[src/rtl/operand_fetch.sv]
`default_nettype none

// ============================================================================
//  Module      : operand_fetch
//  Description : LC-3 decode / operand-fetch stage in front of the 8x16
//                register file. Holds one instruction, drives the file's two
//                read addresses, then captures the operands and the extended
//                offset into an execute bundle.
//                A pending-write scoreboard stalls RAW/WAW hazards until
//                writeback retires the register.
//  Revision    : 1.0 - initial release
// ----------------------------------------------------------------------------
//  Ports
//    clock           in   1   rising-edge clock
//    reset           in   1   synchronous active-high reset
//    flush           in   1   drop held instruction, scoreboard kept
//    instr_valid     in   1   instruction present
//    instr_ready     out  1   stage accepts an instruction this cycle
//    instr           in   16  LC-3 instruction word
//    rf_address_a/b  out  3   register file read addresses
//    rf_data_a/b     in   W   register file read data (combinational)
//    wb_load         in   1   writeback strobe
//    wb_address      in   3   writeback register
//    out_valid       out  1   execute bundle valid
//    out_ready       in   1   execute accepts bundle
//    out_opcode      out  4   instr[15:12]
//    out_dest        out  3   destination register
//    out_dest_write  out  1   instruction writes out_dest
//    out_operand_a   out  W   source A value, 0 if unused
//    out_operand_b   out  W   source B value or sext(imm5), 0 if unused
//    out_offset      out  W   extended offset, 0 if none
// ============================================================================
module operand_fetch #(
    parameter int DATA_WIDTH = 16
) (
    input  logic                  clock,
    input  logic                  reset,
    input  logic                  flush,
    input  logic                  instr_valid,
    output logic                  instr_ready,
    input  logic [15:0]           instr,
    output logic [2:0]            rf_address_a,
    output logic [2:0]            rf_address_b,
    input  logic [DATA_WIDTH-1:0] rf_data_a,
    input  logic [DATA_WIDTH-1:0] rf_data_b,
    input  logic                  wb_load,
    input  logic [2:0]            wb_address,
    output logic                  out_valid,
    input  logic                  out_ready,
    output logic [3:0]            out_opcode,
    output logic [2:0]            out_dest,
    output logic                  out_dest_write,
    output logic [DATA_WIDTH-1:0] out_operand_a,
    output logic [DATA_WIDTH-1:0] out_operand_b,
    output logic [DATA_WIDTH-1:0] out_offset
);

    // ------------------------------------------------------------------
    // State encoding
    // ------------------------------------------------------------------
    localparam logic [1:0] c_ST_EMPTY  = 2'd0;
    localparam logic [1:0] c_ST_DECODE = 2'd1;
    localparam logic [1:0] c_ST_VALID  = 2'd2;

    // ------------------------------------------------------------------
    // LC-3 opcodes
    // ------------------------------------------------------------------
    localparam logic [3:0] c_OP_BR   = 4'b0000;
    localparam logic [3:0] c_OP_ADD  = 4'b0001;
    localparam logic [3:0] c_OP_LD   = 4'b0010;
    localparam logic [3:0] c_OP_ST   = 4'b0011;
    localparam logic [3:0] c_OP_JSR  = 4'b0100;
    localparam logic [3:0] c_OP_AND  = 4'b0101;
    localparam logic [3:0] c_OP_LDR  = 4'b0110;
    localparam logic [3:0] c_OP_STR  = 4'b0111;
    localparam logic [3:0] c_OP_NOT  = 4'b1001;
    localparam logic [3:0] c_OP_LDI  = 4'b1010;
    localparam logic [3:0] c_OP_STI  = 4'b1011;
    localparam logic [3:0] c_OP_JMP  = 4'b1100;
    localparam logic [3:0] c_OP_LEA  = 4'b1110;
    localparam logic [3:0] c_OP_TRAP = 4'b1111;

    localparam logic [2:0] c_LINK_REG = 3'd7;

    // ------------------------------------------------------------------
    // Registers
    // ------------------------------------------------------------------
    logic [1:0]            r_state;
    logic [15:0]           r_ir;
    logic [7:0]            r_pending;
    logic [3:0]            r_out_opcode;
    logic [2:0]            r_out_dest;
    logic                  r_out_dest_write;
    logic [DATA_WIDTH-1:0] r_out_operand_a;
    logic [DATA_WIDTH-1:0] r_out_operand_b;
    logic [DATA_WIDTH-1:0] r_out_offset;

    // ------------------------------------------------------------------
    // Combinational signals
    // ------------------------------------------------------------------
    logic [3:0]            w_opcode;
    logic                  w_uses_a;
    logic                  w_uses_b;
    logic                  w_b_imm;
    logic                  w_writes;
    logic [2:0]            w_src_b;
    logic [2:0]            w_dest;
    logic [DATA_WIDTH-1:0] w_offset;
    logic [DATA_WIDTH-1:0] w_sext5;
    logic [DATA_WIDTH-1:0] w_sext6;
    logic [DATA_WIDTH-1:0] w_sext9;
    logic [DATA_WIDTH-1:0] w_sext11;
    logic [DATA_WIDTH-1:0] w_zext8;
    logic [DATA_WIDTH-1:0] w_operand_a;
    logic [DATA_WIDTH-1:0] w_operand_b;
    logic                  w_stall;
    logic                  w_out_valid;
    logic                  w_instr_ready;
    logic                  w_in_fire;
    logic                  w_out_fire;
    logic                  w_capture;
    logic [1:0]            w_state_next;
    logic [7:0]            w_set_mask;
    logic [7:0]            w_clr_mask;
    logic [7:0]            w_pending_next;

    // ------------------------------------------------------------------
    // Offset / immediate extensions of the held instruction
    // ------------------------------------------------------------------
    assign w_sext5  = {{(DATA_WIDTH-5){r_ir[4]}},   r_ir[4:0]};
    assign w_sext6  = {{(DATA_WIDTH-6){r_ir[5]}},   r_ir[5:0]};
    assign w_sext9  = {{(DATA_WIDTH-9){r_ir[8]}},   r_ir[8:0]};
    assign w_sext11 = {{(DATA_WIDTH-11){r_ir[10]}}, r_ir[10:0]};
    assign w_zext8  = {{(DATA_WIDTH-8){1'b0}},      r_ir[7:0]};

    assign w_opcode = r_ir[15:12];

    // ------------------------------------------------------------------
    // Field decode: which register ports are used, whether the
    // instruction writes a register, and which offset applies.
    // Source A is always IR[8:6] when used; source B is either IR[2:0]
    // (operate instructions) or IR[11:9] (stores).
    // ------------------------------------------------------------------
    always_comb begin
        w_uses_a = 1'b0;
        w_uses_b = 1'b0;
        w_b_imm  = 1'b0;
        w_writes = 1'b0;
        w_src_b  = r_ir[2:0];
        w_dest   = r_ir[11:9];
        w_offset = '0;
        case (w_opcode)
            c_OP_ADD, c_OP_AND: begin
                w_uses_a = 1'b1;
                w_writes = 1'b1;
                if (r_ir[5]) begin
                    w_b_imm = 1'b1;
                end else begin
                    w_uses_b = 1'b1;
                end
            end
            c_OP_NOT: begin
                w_uses_a = 1'b1;
                w_writes = 1'b1;
            end
            c_OP_LD, c_OP_LDI, c_OP_LEA: begin
                w_writes = 1'b1;
                w_offset = w_sext9;
            end
            c_OP_LDR: begin
                w_uses_a = 1'b1;
                w_writes = 1'b1;
                w_offset = w_sext6;
            end
            c_OP_ST, c_OP_STI: begin
                w_uses_b = 1'b1;
                w_src_b  = r_ir[11:9];
                w_offset = w_sext9;
            end
            c_OP_STR: begin
                w_uses_a = 1'b1;
                w_uses_b = 1'b1;
                w_src_b  = r_ir[11:9];
                w_offset = w_sext6;
            end
            c_OP_BR: begin
                w_offset = w_sext9;
            end
            c_OP_JMP: begin
                w_uses_a = 1'b1;
            end
            c_OP_JSR: begin
                w_writes = 1'b1;
                w_dest   = c_LINK_REG;
                if (r_ir[11]) begin
                    w_offset = w_sext11;
                end else begin
                    w_uses_a = 1'b1;
                end
            end
            c_OP_TRAP: begin
                w_writes = 1'b1;
                w_dest   = c_LINK_REG;
                w_offset = w_zext8;
            end
            default: begin
                // RTI and the reserved opcode touch no registers
            end
        endcase
    end

    // Unused ports read R0 so the file address never toggles needlessly
    assign rf_address_a = w_uses_a ? r_ir[8:6] : 3'd0;
    assign rf_address_b = w_uses_b ? w_src_b   : 3'd0;

    assign w_operand_a = w_uses_a ? rf_data_a : '0;
    assign w_operand_b = w_b_imm  ? w_sext5 :
                         w_uses_b ? rf_data_b : '0;

    // Any source or destination with an outstanding write holds the
    // instruction in DECODE. The unused-port addresses are already forced
    // to R0, so the use flags must qualify each term.
    assign w_stall = (w_uses_a & r_pending[rf_address_a]) |
                     (w_uses_b & r_pending[rf_address_b]) |
                     (w_writes & r_pending[w_dest]);

    // ------------------------------------------------------------------
    // Handshakes
    // ------------------------------------------------------------------
    // A bundle being flushed is withdrawn immediately so execute cannot
    // take it in the flush cycle.
    assign w_out_valid   = (r_state == c_ST_VALID) & ~flush & ~reset;
    assign w_instr_ready = ~reset & ~flush &
                           ((r_state == c_ST_EMPTY) |
                            ((r_state == c_ST_VALID) & out_ready));
    assign w_in_fire     = instr_valid & w_instr_ready;
    assign w_out_fire    = w_out_valid & out_ready;
    assign w_capture     = (r_state == c_ST_DECODE) & ~w_stall & ~flush;

    // ------------------------------------------------------------------
    // Next-state logic
    // ------------------------------------------------------------------
    always_comb begin
        w_state_next = r_state;
        case (r_state)
            c_ST_EMPTY: begin
                if (w_in_fire) begin
                    w_state_next = c_ST_DECODE;
                end
            end
            c_ST_DECODE: begin
                if (!w_stall) begin
                    w_state_next = c_ST_VALID;
                end
            end
            c_ST_VALID: begin
                if (w_out_fire) begin
                    w_state_next = w_in_fire ? c_ST_DECODE : c_ST_EMPTY;
                end
            end
            default: begin
                w_state_next = c_ST_EMPTY;
            end
        endcase
        if (flush) begin
            w_state_next = c_ST_EMPTY;
        end
    end

    // ------------------------------------------------------------------
    // Scoreboard update. The set is applied after the clear so that a
    // retire and a new claim on the same register leave it pending.
    // ------------------------------------------------------------------
    assign w_set_mask     = (w_capture & w_writes) ? (8'd1 << w_dest) : 8'd0;
    assign w_clr_mask     = wb_load ? (8'd1 << wb_address) : 8'd0;
    assign w_pending_next = (r_pending & ~w_clr_mask) | w_set_mask;

    // ------------------------------------------------------------------
    // Sequential state
    // ------------------------------------------------------------------
    always_ff @(posedge clock) begin
        if (reset) begin
            r_state          <= c_ST_EMPTY;
            r_ir             <= 16'd0;
            r_pending        <= 8'h00;
            r_out_opcode     <= 4'd0;
            r_out_dest       <= 3'd0;
            r_out_dest_write <= 1'b0;
            r_out_operand_a  <= '0;
            r_out_operand_b  <= '0;
            r_out_offset     <= '0;
        end else begin
            r_state   <= w_state_next;
            r_pending <= w_pending_next;
            if (w_in_fire) begin
                r_ir <= instr;
            end
            if (w_capture) begin
                r_out_opcode     <= w_opcode;
                r_out_dest       <= w_writes ? w_dest : 3'd0;
                r_out_dest_write <= w_writes;
                r_out_operand_a  <= w_operand_a;
                r_out_operand_b  <= w_operand_b;
                r_out_offset     <= w_offset;
            end
        end
    end

    // ------------------------------------------------------------------
    // Outputs
    // ------------------------------------------------------------------
    assign instr_ready    = w_instr_ready;
    assign out_valid      = w_out_valid;
    assign out_opcode     = r_out_opcode;
    assign out_dest       = r_out_dest;
    assign out_dest_write = r_out_dest_write;
    assign out_operand_a  = r_out_operand_a;
    assign out_operand_b  = r_out_operand_b;
    assign out_offset     = r_out_offset;

endmodule

`default_nettype wire
[config.mk]
export PLATFORM = sky130hd
export DESIGN_NAME = operand_fetch
export DESIGN_NICKNAME = d
export VERILOG_FILES = /design/src/rtl/operand_fetch.sv
export SDC_FILE = /design/constraint.sdc
export NUM_CORES = 1
export LEC_CHECK = 0
export CAP_MARGIN = 20
export CORE_UTILIZATION = 30
export DETAILED_ROUTE_END_ITERATION = 10
export GPL_TIMING_DRIVEN = 0
export SYNTH_ARGS = -nofsm -noshare
export SYNTH_HDL_FRONTEND = slang
export SYNTH_SLANG_ARGS = --single-unit
[constraint.sdc]
create_clock -name clock -period 2.27 [get_ports clock]
set_input_delay 0.454 -clock clock [delete_from_list [all_inputs] [get_ports clock]]
set_output_delay 0.454 -clock clock [all_outputs]
set_load 0.05 [all_outputs]
==> impl_metrics.csv <==
group,metric,value,unit
synthesis,postSynthCellCount,464,
final_layout,antenna_cells,0,
clock_tree,clkSlewWorstSetupHoldPaths,0.06,ns
final_layout,area.growth.synth_to_final,66.9,%
critical_path,cpLargestDelayFamily,"compound AO/OA/AOI/OAI gates",
sta,tightest_slew,0.725,ns
routing,post_drt_wl_per_cell,17.0,µm
run,cap_violations,0,
critical_path,cp_slowest_cell,"or4_4",
sta,relSlewSlack,0.516,
sta,setup_slack,-0.118,ns
power_and_ir_drop,power.net_switching,736,µW
synthesis,synth_seq_cells,77,
synthesis,synth_area,3850,µm²
clock_tree,htreeDepth,3,
synthesis,ys_types,56,
sta,skew,0.00647,ns
critical_path,required,2.52,ns
synthesis,yosys.area.top_type,"dfxtp_1",
sta,final.setup.tns,-3.11,ns
routing,routed_wl,13800,µm
clock_tree,cts_tree,"yes",
power_and_ir_drop,power.internal,2290,µW
synthesis,synth-edff-count,0,
place,dp_cells,756,
grt,grt_pass1_wl,20300,µm
synthesis,synth_common_cells,"77 x dfxtp_1, 77 x nand2_1, 46 x a21oi_1",
worst_hold_path,min_from,"out_offset[1]",
synthesis,seq_area_frac_synth,0.401,
power_and_ir_drop,p_seq_frac,0.456,
routing,vias,4151,
routing,ant_nets,0,
critical_path,end_kind,"flop",
clock_tree,cts_hold_buffers,0,
synthesis,ys.flop_type,"dfxtp_1",
critical_path,crit_path_frequent_cell,"buf_6",
critical_path,crit_buf_inv,3,
floorplan,fp.coreArea,12600,µm²
clock_tree,cts_root_buffer,"clkbuf_16",
critical_path,r2r-end,"r_pending[7]",
outcome,violations,"negative setup slack",
grt,grt_overflow,0,
critical_path,worstSetupPathDepth,10,
floorplan,dieWidth,115,µm
power_and_ir_drop,p_leak,0.00224,µW
sta,fin_crit_sh,1.05,
sta,setup_viol,50,
critical_path,r2r_cells,10,
synthesis,synth_area_leaders,"dfxtp_1 40%, nand2_1 7.5%, a21oi_1 6.0%",
critical_path,path_cells,"a21boi_4 > nand2_4 > buf_6 > mux2i_4 > o211ai_1 > buf_4 > o311ai_4 > buf_6 > or4_4 > o22ai_2",
critical_path,worstSetupPathType,"flop to flop",
final_layout,post-route-util,0.511,
clock_tree,clock_latency,0.33,ns
critical_path,slowest_delay,0.43,ns
power_and_ir_drop,cellPowerDensity,471,nW/µm²
synthesis,avgSynthCellArea,8.29,µm²
sta,slew_violations,0,
final_layout,layout.cells.non_filler,812,
floorplan,rows,41,
floorplan,die-height,115,µm
critical_path,r2r_start,"r_ir[13]",
worst_hold_path,min_path_type,"flop to flop",
critical_path,crit_path_max_fanout,6,
power_and_ir_drop,p_comb_frac,0.110,
place,placed_area,5300,µm²
sta,layout_min_cycle_time,2.39,ns
synthesis,synth_warnings,0,
outcome,status,"finished, violations left",
synthesis,syn-num-nets,521,
clock_tree,cts.sinks,77,
grt,antenna_found_initial,0,
clock_tree,clockBufferDepth,2,
routing,drt-pass1-iter-count,4,
place,gp_congestion,0.855,
critical_path,reg2reg_slack,-0.12,ns
final_layout,nets,693,
floorplan,start_util,0.306,
place,io_buffers,120,
sta,rsz0062_at_grt,"true",
power_and_ir_drop,ir_drop,315,µV
sta,whs,0.444,ns
final_layout,drive_gt1_frac,0.283,
sta,max_freq,0.419,GHz
synthesis,synth_async_sr_flop_share,0,
routing,drt_iter0_markers,339,
floorplan,dieArea,13300,µm²
routing,drc_errors,0,
grt,grtUsageTotal,0.199,
final_layout,final_cell_area,6420,µm²
grt,grt_pass1_vias,3941,
critical_path,endpoint,"r_pending[7]",
routing,viasPerCell,5.11,
critical_path,cp-startpoint,"r_ir[13]",
power_and_ir_drop,clockPowerShare,0.434,
sta,finalHoldViolCount,0,
power_and_ir_drop,p_sw_frac,0.244,
critical_path,worstPathArrival,2.64,ns
grt,grt_max_degree,20,
critical_path,start_kind,"flop",
floorplan,ioPinCount,121,
place,dpl.hpwl,9440,µm
synthesis,synth_top_area_frac,0.401,
clock_tree,cts_buffers,9,
[flip-flops by register name (all words and copies together), names as in the netlist]
name / count
r_ir: 16
out_dest_write: 1
out_operand_a: 16
out_operand_b: 16
r_state: 2
out_dest: 3
out_offset: 11
out_opcode: 4
r_pending: 8
[power groups by stage]
stage	combinational (µW)	sequential [µW]	clock, µW
final	333	1380	1310
after global placement	281	1410	0
after CTS	311	1380	1340
after global routing	358	1380	1400
after floorplan	133	1400	0
after detailed placement	285	1410	0
[through the flow]
| stage | total power (µW) | setup slack, ns |
|---|---|---|
| 2_1_floorplan | 1540 | -0.359 |
| 3_3_place_gp | 1690 | -0.996 |
| 3_5_place_dp | 1690 | -1.01 |
| 4_1_cts | 3030 | -0.117 |
| 5_1_grt | 3130 | -0.228 |
| 6_report | 3020 | -0.118 |
[metal layers]
layer,wire [µm],vias up,GRT usage,part of all wire
met5,0,-,0,0
met3,858,16,0.0390,0.062
met2,6680,139,0.331,0.48
li1,-,2031,-,-
met4,187,0,0.0615,0.014
met1,6100,1965,0.259,0.44
[area by class of cell]
cell class,instances,area [µm²]
fill,1170,6150
multi-input combinational,337,2420
timing repair buffer,163,1600
sequential,77,1550
buffer,41,334
clock buffer,11,243
tap,172,215
inverter,7,26.3
clock inverter,4,25.0
[placed cells by master (no fill, tap or decap), types with 6 or more instances in the layout]
master / n
a211oi_1: 7
a211oi_2: 18
a21oi_1: 42
buf_4: 44
buf_6: 18
clkbuf_1: 13
clkbuf_16: 10
clkdlybuf4s50_1: 110
dfxtp_1: 71
nand2_1: 76
nand2b_1: 7
nand3_1: 22
nand4_1: 7
nor2_1: 12
nor2_4: 6
nor3b_1: 16
o211ai_1: 7
o21ai_0: 9
o21ai_1: 15
o21ai_2: 12
[cells by family after synthesis]
group / Yosys count / share of synthesized area
AND/OR/NAND/NOR: 176 / 0.233
AO/OA/AOI/OAI: 152 / 0.273
multiplexers: 8 / 0.0322
buffers and inverters: 51 / 0.0611
flip-flops: 77 / 0.401
[how the worst min path moves through the flow]
stage	endpoint	slack, ns	cells past startpoint
2_1_floorplan	r_ir[3]	0.45	2
3_3_place_gp	out_offset[1]	0.44	2
3_5_place_dp	out_offset[1]	0.44	2
4_1_cts	out_offset[1]	0.45	2
5_1_grt	out_operand_a[11]	0.47	2
6_report	out_offset[1]	0.44	2
[repair_timing]
action,in CTS,in global routing
gates resized for setup,116,76
endpoints found under the setup margin,83,80
cloned,2,4
setup buffers,25,14
pin swaps,23,21
[worst reg2reg max path, delay by kind of cell, from the launching register on]
| kind | cells | cell delay [ns] |
|---|---|---|
| AOI/OAI and AO/OA | 4 | 0.74 |
| and+or+nand+nor | 2 | 0.53 |
| buffers and inverters | 3 | 0.49 |
| DFF | 1 | 0.37 |
| muxes | 1 | 0.18 |
Note: power is estimated with default switching activity, not from simulation.
